### config.mk
export PLATFORM = sky130hd
export DESIGN_NAME = mcu_block_sequencer_flat
export DESIGN_NICKNAME = d
export VERILOG_FILES = /design/src/rtl/mcu_block_sequencer_pkg.sv /design/src/rtl/mcu_block_sequencer_if.sv /design/src/rtl/mcu_block_sequencer_dc_predictor.sv /design/src/rtl/mcu_block_sequencer.sv /design/src/flat_wrapper.sv
export SDC_FILE = /design/constraint.sdc
export NUM_CORES = 1
export LEC_CHECK = 0
export BUFFER_PORTS_ARGS = -buffer_cell sky130_fd_sc_hd__buf_2
export CAP_MARGIN = 20
export CORE_AREA = 2 2 110 112
export DETAILED_ROUTE_END_ITERATION = 10
export DIE_AREA = 0 0 112 114
export PLACE_DENSITY = 0.87
export SLEW_MARGIN = 20
export SYNTH_ARGS = -nofsm -noshare
export SYNTH_HDL_FRONTEND = slang
export SYNTH_HIERARCHICAL = 1
export SYNTH_SLANG_ARGS = --single-unit
### constraint.sdc
create_clock -name i_sysclk -period 5.1 [get_ports i_sysclk]
set_clock_uncertainty 0.1 [all_clocks]
set_input_delay 1.02 -clock i_sysclk [delete_from_list [all_inputs] [get_ports i_sysclk]]
set_output_delay 1.02 -clock i_sysclk [all_outputs]
set_load 0.005 [all_outputs]
### src/rtl/mcu_block_sequencer_pkg.sv
// Shared encodings for the MCU block sequencer: FSM states, sampling modes,
// component codes, and the mode-dependent block layout of one MCU.
package mcu_block_sequencer_pkg;

  typedef enum logic [1:0] {
    ST_IDLE   = 2'd0,
    ST_RUN    = 2'd1,
    ST_FINISH = 2'd2
  } state_e;

  typedef enum logic [1:0] {
    SM_444  = 2'd0,
    SM_422  = 2'd1,
    SM_420  = 2'd2,
    SM_GRAY = 2'd3
  } samp_mode_e;

  typedef enum logic [1:0] {
    COMP_Y  = 2'd0,
    COMP_CB = 2'd1,
    COMP_CR = 2'd2
  } comp_e;

  function automatic logic [2:0] blocks_per_mcu(input samp_mode_e m);
    logic [2:0] n;
    n = 3'd1;
    case (m)
      SM_444:  n = 3'd3;
      SM_422:  n = 3'd4;
      SM_420:  n = 3'd6;
      default: n = 3'd1;
    endcase
    return n;
  endfunction

  // Luma blocks come first in every mode, followed by one Cb and one Cr.
  function automatic comp_e blk_comp(input samp_mode_e m, input logic [2:0] blk);
    comp_e c;
    c = COMP_Y;
    case (m)
      SM_444:  c = (blk == 3'd0) ? COMP_Y : (blk == 3'd1) ? COMP_CB : COMP_CR;
      SM_422:  c = (blk < 3'd2) ? COMP_Y : (blk == 3'd2) ? COMP_CB : COMP_CR;
      SM_420:  c = (blk < 3'd4) ? COMP_Y : (blk == 3'd4) ? COMP_CB : COMP_CR;
      default: c = COMP_Y;
    endcase
    return c;
  endfunction

endpackage

### src/rtl/mcu_block_sequencer_if.sv
// Coefficient streams around the sequencer: expander side (i_de/i_B/o_shift_ready)
// and downstream side (i_ready, registered o_* coefficient outputs).
interface mcu_block_sequencer_if #(
  parameter int AMPLITUDE_PRECISION = 16
) ();
  logic                           i_de;
  logic [AMPLITUDE_PRECISION-1:0] i_B;
  logic                           o_shift_ready;
  logic                           i_ready;
  logic                           o_de;
  logic [AMPLITUDE_PRECISION-1:0] o_B;
  logic [5:0]                     o_coef_idx;
  logic [2:0]                     o_blk_idx;
  logic [1:0]                     o_comp;

  modport master (
    output i_de, i_B, i_ready,
    input  o_shift_ready, o_de, o_B, o_coef_idx, o_blk_idx, o_comp
  );

  modport slave (
    input  i_de, i_B, i_ready,
    output o_shift_ready, o_de, o_B, o_coef_idx, o_blk_idx, o_comp
  );
endinterface

### src/rtl/mcu_block_sequencer_dc_predictor.sv
// Per-component DC predictors and the reconstruction adder.
// A same-cycle restart clear makes the sum start from zero.
module mcu_block_sequencer_dc_predictor #(
  parameter int AMPLITUDE_PRECISION = 16
) (
  input  logic                           i_sysclk,
  input  logic                           i_arst,
  input  logic                           i_clr_all,
  input  logic                           i_dc_clear,
  input  logic                           i_dc_en,
  input  logic [1:0]                     i_comp,
  input  logic [AMPLITUDE_PRECISION-1:0] i_diff,
  output logic [AMPLITUDE_PRECISION-1:0] o_sum
);
  logic [2:0][AMPLITUDE_PRECISION-1:0] r_pred;
  logic [AMPLITUDE_PRECISION-1:0]      w_base;

  always_comb begin
    w_base = '0;
    for (int k = 0; k < 3; k++)
      if (i_comp == k[1:0]) w_base = r_pred[k];
    if (i_dc_clear) w_base = '0;
  end

  assign o_sum = w_base + i_diff;

  always_ff @(posedge i_sysclk) begin
    if (i_arst || i_clr_all) begin
      r_pred <= '0;
    end else begin
      if (i_dc_clear) r_pred <= '0;
      for (int k = 0; k < 3; k++)
        if (i_dc_en && i_comp == k[1:0]) r_pred[k] <= o_sum;
    end
  end
endmodule

### src/rtl/mcu_block_sequencer.sv
// Walks coefficient/block/MCU counters over a JPEG scan, reconstructs DC values
// and tags each emitted coefficient with its position and component.
module mcu_block_sequencer
  import mcu_block_sequencer_pkg::*;
#(
  parameter int AMPLITUDE_PRECISION = 16,
  parameter int MCU_SIZE            = 64
) (
  input  logic        i_sysclk,
  input  logic        i_arst,
  input  logic        i_start,
  input  logic        i_abort,
  input  logic [1:0]  i_samp_mode,
  input  logic [15:0] i_mcu_total,
  input  logic        i_dc_clear,
  mcu_block_sequencer_if.slave bus,
  output logic [1:0]  o_comp_sel,
  output logic        o_dc_next,
  output logic        o_busy,
  output logic        o_done
);
  state_e     r_state, w_state_nxt;
  samp_mode_e r_mode;
  logic [15:0] r_total, r_mcu;
  logic [5:0]  r_coef;
  logic [2:0]  r_blk;

  logic                           r_de, r_done;
  logic [AMPLITUDE_PRECISION-1:0] r_B;
  logic [5:0]                     r_coef_idx;
  logic [2:0]                     r_blk_idx;
  logic [1:0]                     r_comp;

  logic                           w_accept, w_emit, w_start, w_last;
  logic                           w_coef_wrap, w_blk_wrap;
  comp_e                          w_comp;
  logic [AMPLITUDE_PRECISION-1:0] w_sum;

  assign bus.o_shift_ready = (r_state == ST_RUN) & bus.i_ready;
  assign w_accept    = bus.i_de & bus.o_shift_ready;
  assign w_emit      = w_accept & ~i_abort;
  assign w_start     = i_start & (r_state == ST_IDLE) & ~i_abort;
  assign w_coef_wrap = (r_coef == 6'(MCU_SIZE - 1));
  assign w_blk_wrap  = (r_blk == blocks_per_mcu(r_mode) - 3'd1);
  assign w_last      = w_accept & w_coef_wrap & w_blk_wrap & (r_mcu == r_total - 16'd1);
  assign w_comp      = blk_comp(r_mode, r_blk);

  always_comb begin
    w_state_nxt = r_state;
    if (i_abort) begin
      w_state_nxt = ST_IDLE;
    end else begin
      case (r_state)
        ST_IDLE:   if (i_start) w_state_nxt = (i_mcu_total != 16'd0) ? ST_RUN : ST_FINISH;
        ST_RUN:    if (w_last) w_state_nxt = ST_FINISH;
        ST_FINISH: w_state_nxt = ST_IDLE;
        default:   w_state_nxt = ST_IDLE;
      endcase
    end
  end

  always_ff @(posedge i_sysclk) begin
    if (i_arst) r_state <= ST_IDLE;
    else        r_state <= w_state_nxt;
  end

  always_ff @(posedge i_sysclk) begin
    if (i_arst) begin
      r_mode  <= SM_444;
      r_total <= '0;
      r_coef  <= '0;
      r_blk   <= '0;
      r_mcu   <= '0;
    end else if (i_abort) begin
      r_coef <= '0;
      r_blk  <= '0;
      r_mcu  <= '0;
    end else if (w_start) begin
      r_mode  <= samp_mode_e'(i_samp_mode);
      r_total <= i_mcu_total;
      r_coef  <= '0;
      r_blk   <= '0;
      r_mcu   <= '0;
    end else if (w_accept) begin
      if (w_coef_wrap) begin
        r_coef <= '0;
        if (w_blk_wrap) begin
          r_blk <= '0;
          r_mcu <= r_mcu + 16'd1;
        end else begin
          r_blk <= r_blk + 3'd1;
        end
      end else begin
        r_coef <= r_coef + 6'd1;
      end
    end
  end

  mcu_block_sequencer_dc_predictor #(
    .AMPLITUDE_PRECISION(AMPLITUDE_PRECISION)
  ) u_dc_predictor (
    .i_sysclk  (i_sysclk),
    .i_arst    (i_arst),
    .i_clr_all (w_start),
    .i_dc_clear(i_dc_clear),
    .i_dc_en   (w_emit & (r_coef == 6'd0)),
    .i_comp    (w_comp),
    .i_diff    (bus.i_B),
    .o_sum     (w_sum)
  );

  // Output stage; o_done lands the cycle after FINISH, i.e. one after the last o_de.
  always_ff @(posedge i_sysclk) begin
    if (i_arst) begin
      r_de       <= 1'b0;
      r_done     <= 1'b0;
      r_B        <= '0;
      r_coef_idx <= '0;
      r_blk_idx  <= '0;
      r_comp     <= '0;
    end else begin
      r_de   <= w_emit;
      r_done <= (r_state == ST_FINISH) & ~i_abort;
      if (w_emit) begin
        r_B        <= (r_coef == 6'd0) ? w_sum : bus.i_B;
        r_coef_idx <= r_coef;
        r_blk_idx  <= r_blk;
        r_comp     <= w_comp;
      end
    end
  end

  assign bus.o_de       = r_de;
  assign bus.o_B        = r_B;
  assign bus.o_coef_idx = r_coef_idx;
  assign bus.o_blk_idx  = r_blk_idx;
  assign bus.o_comp     = r_comp;
  assign o_done         = r_done;
  assign o_busy         = (r_state != ST_IDLE);
  assign o_comp_sel     = w_comp;
  assign o_dc_next      = (r_coef == 6'd0);
endmodule

### src/flat_wrapper.sv
// flat-port wrapper written by rule: the top's interface ports become plain ports
module mcu_block_sequencer_flat import mcu_block_sequencer_pkg::*;
#(
  parameter int AMPLITUDE_PRECISION = 16,
  parameter int MCU_SIZE            = 64
)
  (i_sysclk, i_arst, i_start, i_abort, i_samp_mode, i_mcu_total, i_dc_clear, o_comp_sel, o_dc_next, o_busy, o_done, bus_i_de, bus_i_B, bus_i_ready, bus_o_shift_ready, bus_o_de, bus_o_B, bus_o_coef_idx, bus_o_blk_idx, bus_o_comp);
  mcu_block_sequencer_if #(.AMPLITUDE_PRECISION(AMPLITUDE_PRECISION)) bus_i ();
  input  logic i_sysclk;
  input  logic i_arst;
  input  logic i_start;
  input  logic i_abort;
  input  logic [1:0] i_samp_mode;
  input  logic [15:0] i_mcu_total;
  input  logic i_dc_clear;
  output logic [1:0] o_comp_sel;
  output logic o_dc_next;
  output logic o_busy;
  output logic o_done;
  input wire logic [$bits(bus_i.i_de)-1:0] bus_i_de;
  input wire logic [$bits(bus_i.i_B)-1:0] bus_i_B;
  input wire logic [$bits(bus_i.i_ready)-1:0] bus_i_ready;
  output wire logic [$bits(bus_i.o_shift_ready)-1:0] bus_o_shift_ready;
  output wire logic [$bits(bus_i.o_de)-1:0] bus_o_de;
  output wire logic [$bits(bus_i.o_B)-1:0] bus_o_B;
  output wire logic [$bits(bus_i.o_coef_idx)-1:0] bus_o_coef_idx;
  output wire logic [$bits(bus_i.o_blk_idx)-1:0] bus_o_blk_idx;
  output wire logic [$bits(bus_i.o_comp)-1:0] bus_o_comp;
  assign bus_i.i_de = bus_i_de;
  assign bus_i.i_B = bus_i_B;
  assign bus_i.i_ready = bus_i_ready;
  assign bus_o_shift_ready = bus_i.o_shift_ready;
  assign bus_o_de = bus_i.o_de;
  assign bus_o_B = bus_i.o_B;
  assign bus_o_coef_idx = bus_i.o_coef_idx;
  assign bus_o_blk_idx = bus_i.o_blk_idx;
  assign bus_o_comp = bus_i.o_comp;
  mcu_block_sequencer #(.AMPLITUDE_PRECISION(AMPLITUDE_PRECISION), .MCU_SIZE(MCU_SIZE)) u_core (.i_sysclk(i_sysclk), .i_arst(i_arst), .i_start(i_start), .i_abort(i_abort), .i_samp_mode(i_samp_mode), .i_mcu_total(i_mcu_total), .i_dc_clear(i_dc_clear), .bus(bus_i), .o_comp_sel(o_comp_sel), .o_dc_next(o_dc_next), .o_busy(o_busy), .o_done(o_done));
endmodule
=== Yosys cells after proc, flatten, opt, wreduce, memory -nomap -nowiden ===
Cells that the tools add are included.

* Flip-flop bits (word level): 122
* Bits of input ports: 41

* Add/subtract/negate cells: 6
* Order comparisons: 2
* Equal/unequal tests: 14
* Muxes and demuxes: 23
* Bitwise logic cells: 11
* Reductions and logical operators: 20

{| class="wikitable"
|+ Operator list
! kind !! number
|-
| two-way mux 16 bit || 8
|-
| two-way mux 48 bit || 1
|-
| two-way mux 2 bit || 9
|-
| adder 16 x 1 -> 16 bit, second input constant || 1
|-
| adder 16 bit || 1
|-
| equality test 16 bit || 1
|-
| nonzero test 16 bit || 1
|-
| subtractor 16 x 1 -> 16 bit, second input constant || 1
|-
| AND 1 bit || 10
|-
| one-hot mux 3 bit (3 select lines) || 1
|-
| nonzero test 2 bit || 4
|-
| adder 6 x 1 -> 6 bit, second input constant || 1
|-
| equality test 2 x 1 -> 1 bit, second input constant || 3
|-
| equality test 2 bit, second input constant || 3
|-
| equality test 6 bit, second input constant || 1
|-
| zero test 2 bit || 3
|-
| zero test 6 bit || 1
|-
| two-way mux 6 bit || 1
|-
| one-hot mux 2 bit (3 select lines) || 1
|-
| AND reduction 2 bit || 3
|-
| one-hot mux 2 bit (2 select lines) || 1
|-
| adder 3 x 1 -> 3 bit, second input constant || 1
|-
| equality test 3 x 1 -> 1 bit, second input constant || 1
|-
| equality test 3 x 2 -> 1 bit, second input constant || 1
|-
| other kinds (15) || 17
|}

=== Logic depth before layout (Yosys ltp) ===
* Word-level depth: 11
* Depth in mapped cells: 25

=== Cells and area by module ===
Netlist, hierarchy kept.

{| class="wikitable"
|+ By module, submodules not included
! module !! instances !! cells an instance !! area each (um2) !! seq. area each (um2)
|-
| mcu_block_sequencer || 1 || 472 || 3,794.9 || 1,481.4
|-
| mcu_block_sequencer_dc_predictor || 1 || 389 || 2,949.1 || 960.9
|}

=== Least setup slack after synthesis ===
OpenSTA, ideal clock, no wires.

* Kind: register to register
* Start point: register u_core.r_blk[0]
* End point: register u_core.r_B[12] (netlist: u_core/bus.o_B[12])
* Setup time: 0.137 ns
* Arrival: 4.519 ns
* Data required time: 4.863 ns
* Slack: 0.344 ns
* Stages on the path, launching flop included: 26
* Path buffers: 3
* Path through: dfxtp_1 -> clkbuf_1 -> inv_1 -> ha_1 -> nor2_1 -> a31oi_1 -> o32a_1 -> nor2_1 -> buf_1 -> buf_2 -> mux2i_1 -> nor2_1 -> a21oi_1 -> nor2_1 -> ha_1 -> inv_1 -> fa_1 -> inv_1 -> a21o_2 -> a221o_1 -> a221o_1 -> a21oi_2 -> xor2_2 -> inv_1 -> mux2i_1 -> a211oi_1

* Word-level cells in the longest chain between the ends: 11
* Elaborated cells on any way between the ends: 22
* Those cells by class: 1 x add/sub; 2 x order compare; 5 x eq/ne; 12 x mux; 2 x reduce/logical

{| class="wikitable"
|+ RTL lines
! item !! line !! RTL
|-
| start, declared || mcu_block_sequencer.sv:26 || <nowiki>logic [2:0] r_blk;</nowiki>
|-
| start signal, assigned || mcu_block_sequencer.sv:91 || <nowiki>r_blk <= r_blk + 3'd1;</nowiki>
|-
| parallel branches: the longest is 3 deep, another holds < comparator 3 bit || n/a ||
|-
| one-hot mux 2 bit (3 select lines) * || mcu_block_sequencer_pkg.sv:40 || <nowiki>case (m)</nowiki>
|-
| named net o_comp_sel[0] || flat_wrapper.sv:16 || <nowiki>output logic [1:0] o_comp_sel;</nowiki>
|-
| zero test 2 bit || mcu_block_sequencer_dc_predictor.sv:21 || <nowiki>if (i_comp == k[1:0]) w_base = r_pred[k];</nowiki>
|-
| two-way mux 16 bit (2 in a row) || mcu_block_sequencer_dc_predictor.sv:21 ||
|-
| two-way mux 16 bit * || mcu_block_sequencer_dc_predictor.sv:21 ||
|-
| two-way mux 16 bit * || mcu_block_sequencer_dc_predictor.sv:22 || <nowiki>if (i_dc_clear) w_base = '0;</nowiki>
|-
| adder 16 bit * || mcu_block_sequencer_dc_predictor.sv:25 || <nowiki>assign o_sum = w_base + i_diff;</nowiki>
|-
| named net u_core.w_sum[12] || mcu_block_sequencer.sv:37 || <nowiki>logic [AMPLITUDE_PRECISION-1:0] w_sum;</nowiki>
|-
| two-way mux 16 bit * || mcu_block_sequencer.sv:125 || <nowiki>r_B <= (r_coef == 6'd0) ? w_sum : bus.i_B;</nowiki>
|-
| end signal, assigned || mcu_block_sequencer.sv:125 ||
|-
| end, declared || mcu_block_sequencer.sv:29 || <nowiki>logic [AMPLITUDE_PRECISION-1:0] r_B;</nowiki>
|}

Mark *: on every way through the listed nets, which the timed path passes.
A chain may end at the register's enable or synchronous reset.

=== Worst setup path in the final report ===
* Start point: register u_core.r_blk[0]
* End point: register u_core.r_B[15] (netlist: u_core/bus.o_B[15])

* Word-level cells in the longest chain between the ends: 11
* Elaborated cells on any way between the ends: 22
* Those cells by class: 1 x add/sub; 2 x order compare; 5 x eq/ne; 12 x mux; 2 x reduce/logical

{| class="wikitable"
|+ RTL lines
! item !! line
|-
| parallel branches: the longest is 3 deep, another holds < comparator 3 bit || n/a
|-
| one-hot mux 2 bit (3 select lines) * || mcu_block_sequencer_pkg.sv:40
|-
| zero test 2 bit || mcu_block_sequencer_dc_predictor.sv:21
|-
| two-way mux 16 bit (2 in a row) || mcu_block_sequencer_dc_predictor.sv:21
|-
| two-way mux 16 bit * || mcu_block_sequencer_dc_predictor.sv:21
|-
| two-way mux 16 bit * || mcu_block_sequencer_dc_predictor.sv:22
|-
| adder 16 bit * || mcu_block_sequencer_dc_predictor.sv:25
|-
| named net u_core.w_sum[15] || mcu_block_sequencer.sv:37
|-
| two-way mux 16 bit * || mcu_block_sequencer.sv:125
|}

Marks and branches as above.

==> results.yml <==
run_status:
  outcome: "finished, final reports clean"
timing:
  post-route-min-period_ns: 4.59
  worst_slew_pin_slew_ns: 0.924
  post-route-worst-setup-slack_ns: 0.509
  finalCritPeriodShare: 0.900
  hold_viol: 0
  setup_tns_ns: 0
  max_freq_mhz: 218
  maxSlewHeadroom: 0.384
  setup_viol: 0
  rsz0062_at_grt: "false"
  drv_slew: 0
power:
  swShare: 0.234
  vdd_drop_max_mv: 0.281
  p_sw_mw: 0.579
  pwr-share-comb: 0.076
  p_int_mw: 1.90
  pwr-share-clk: 0.531
  seqPwrFrac: 0.393
  p_per_area_nw_per_um2: 319
  leakage_nw: 3.15
clocking:
  cts.sinks: 122
  clk_latency_ns: 0.42
  clockRootBuffer: "clkbuf_16"
  cts_tree: "yes"
  ctsHtreeMaxLevel: 4
  cts_resized: 0
  clockBufferDepth: 2
  clkTransAtPathRegs_ns: 0.06
  postCtsHoldBufs: 0
  numCtsBuffers: 17
  postCtsSetupRepairBufs: 0
finish:
  final_common_cell: "dfxtp_1"
  nets: 982
  fin_cells: 1072
  diodes: 0
  final_cell_mix: "122 x dfxtp_1, 121 x nand2_1, 100 x nor2_1"
  drive_gt1_frac: 0.147
  nFillCells: 944
  areaGrowthSynthToFinish_pct: 15.2
drt:
  vias: 6400
  vias_per_cell: 5.97
  drc: 0
  avgRoutedWirePerCell_um: 16.1
  drt_iter0_markers: 582
  ant_nets: 0
  routed_wl_mm: 17.3
  first_pass_iters: 5
synth:
  syn_avg_cell_area_sq_um: 7.83
  netlist_area_sq_um: 6740
  ys_types: 60
  postSynthNetCount: 931
  synth_edf_count: 0
  synth.yosys.seq_area_share: 0.362
  ys_ff_latch: 122
  ys_warn_count: 6
  synth_ff_type: "dfxtp_1"
  async_flop_share: 0
  syn_inst: 861
die:
  fp.coreArea_sq_um: 11700
  die-area_sq_um: 12800
  rows: 40
  die_y_um: 114
  die_w_um: 112
  initial_utilization: 0.576
  ioPinCount: 75
setup_path:
  path_class: "flop to flop"
  worst-path-max-fanout: 16
  crit_required_ns: 5.26
  worstPathArrival_ns: 4.75
  setup.worst_path.start_class: "flop"
  end_kind: "flop"
global_route:
  grt-ovfl-total: 0
  antenna_found_initial: 0
  grt_pass1_wl_mm: 28.1
  grt_max_degree: 50
  grt_pass1_vias: 5816
  gr-usage-all-layers: 0.273
place:
  place_congestion: 0.984
  dp.cells: 1040
  dp_hpwl_mm: 11.9
  place.port_buffers: 74
  pre_cts_slack_ns: 0.573
job:
  maxCapViolations: 0
worst_hold_path:
  hold_path_class: "flop to flop"
==> cells in the mapped netlist, drive strengths merged (25+ instances only) <==
library cell / instances / area, sq um
dfxtp: 122 / 2440
nand2: 121 / 454
nor2: 102 / 383
a21oi: 93 / 473
clkbuf: 42 / 208
nand3: 36 / 180
mux2i: 33 / 330
inv: 32 / 120
o21ai: 29 / 145
ha: 28 / 350
xnor2: 28 / 245
xor2: 25 / 226
==> cell families (layout without fill, tap and decap cells) <==
logic type      after synthesis  after routing  share of synthesized area
buf+inv                      83            147                     0.0564
flops                       122            122                      0.362
fa+ha+maj                    29             29                     0.0549
mux                          34             34                     0.0506
compound gates              181            181                      0.159
xor+xnor                     53             53                     0.0699
simple gates                359            359                      0.247
==> worst paths after layout <==
| path | from | to | slack (ns) | cells after the start |
|---|---|---|---|---|
| worst min register to register | u_core/bus.o_comp[1] | u_core/bus.o_comp[1] | 0.35 | 2 |
| worst max register to register | u_core/r_blk[0] | u_core/bus.o_B[15] | 0.51 | 20 |
| worst min-delay path | u_core/bus.o_comp[1] | u_core/bus.o_comp[1] | 0.35 | 2 |
| worst max-delay path | u_core/r_blk[0] | u_core/bus.o_B[15] | 0.51 | 20 |
==> per-layer routing <==
| layer | up-vias | global-route usage | wire [um] |
|---|---|---|---|
| met2 | 290 | 0.447 | 8230 |
| met1 | 2972 | 0.348 | 7400 |
| met3 | 41 | 0.0526 | 1140 |
| met4 | 0 | 0.130 | 488 |
| met5 | - | 0 | 0 |
| li1 | 3097 | - | - |
==> power by group through the flow <==
stage	Clock (mW)	Sequential (mW)	Combinational, mW
after detailed placement	0	0.995	0.184
final	1.32	0.975	0.188
after global routing	1.38	0.976	0.205
after CTS	1.32	0.975	0.185
after global placement	0	0.995	0.180
after floorplan	0	0.991	0.133
==> area by class of cell <==
type / count / area (sq um) / share of cell area
Tap cell: 147 / 184 / 0.0237
Multi-Input combinational cell: 656 / 3940 / 0.507
Clock buffer: 17 / 425 / 0.0548
Sequential cell: 122 / 2440 / 0.314
Timing Repair Buffer: 82 / 430 / 0.0554
Clock inverter: 15 / 224 / 0.0288
Inverter: 33 / 124 / 0.0159
==> registers in the layout, summed over array words and instances (netlist names) <==
register,cells
u_core/r_state,2
u_core/bus.o_blk_idx,3
u_core/r_total,16
u_core/r_coef,6
u_core/bus.o_coef_idx,6
u_core/bus.o_comp,2
u_core/o_done,1
u_core/r_mode,2
u_core/r_blk,3
u_core/u_dc_predictor/r_pred,48
u_core/bus.o_de,1
u_core/r_mcu,16
u_core/bus.o_B,16
==> per-stage QoR <==
| step | cell area (sq um) | util | hold WS, ns | total power [mW] |
|---|---|---|---|---|
| floorplan | 6740 | - | 0.324 | 1.12 |
| global placement | 7120 | 0.608 | 0.337 | 1.17 |
| detailed placement | 7120 | 0.608 | 0.345 | 1.18 |
| CTS | 7770 | 0.663 | 0.353 | 2.48 |
| global route | 7770 | 0.663 | 0.371 | 2.56 |
| finish | 7770 | 0.663 | 0.351 | 2.48 |
==> worst max-delay path: stages (launching register included) <==
cell and delay (ns):
dfxtp_1 0.50, inv_1 0.11, ha_1 0.21, nor2_1 0.10, a31oi_1 0.06, o32a_1 0.21
nor2_2 0.40, buf_4 0.36, mux2i_1 0.26, nor2_1 0.06, a21oi_1 0.12, nor2_1 0.06
ha_1 0.43, nand4_1 0.14, nor2_1 0.23, o211ai_1 0.19, a21oi_1 0.21, nor3_1 0.07
or2_2 0.28, mux2i_1 0.23, a211oi_1 0.11
(Power assumes the default switching activity.)
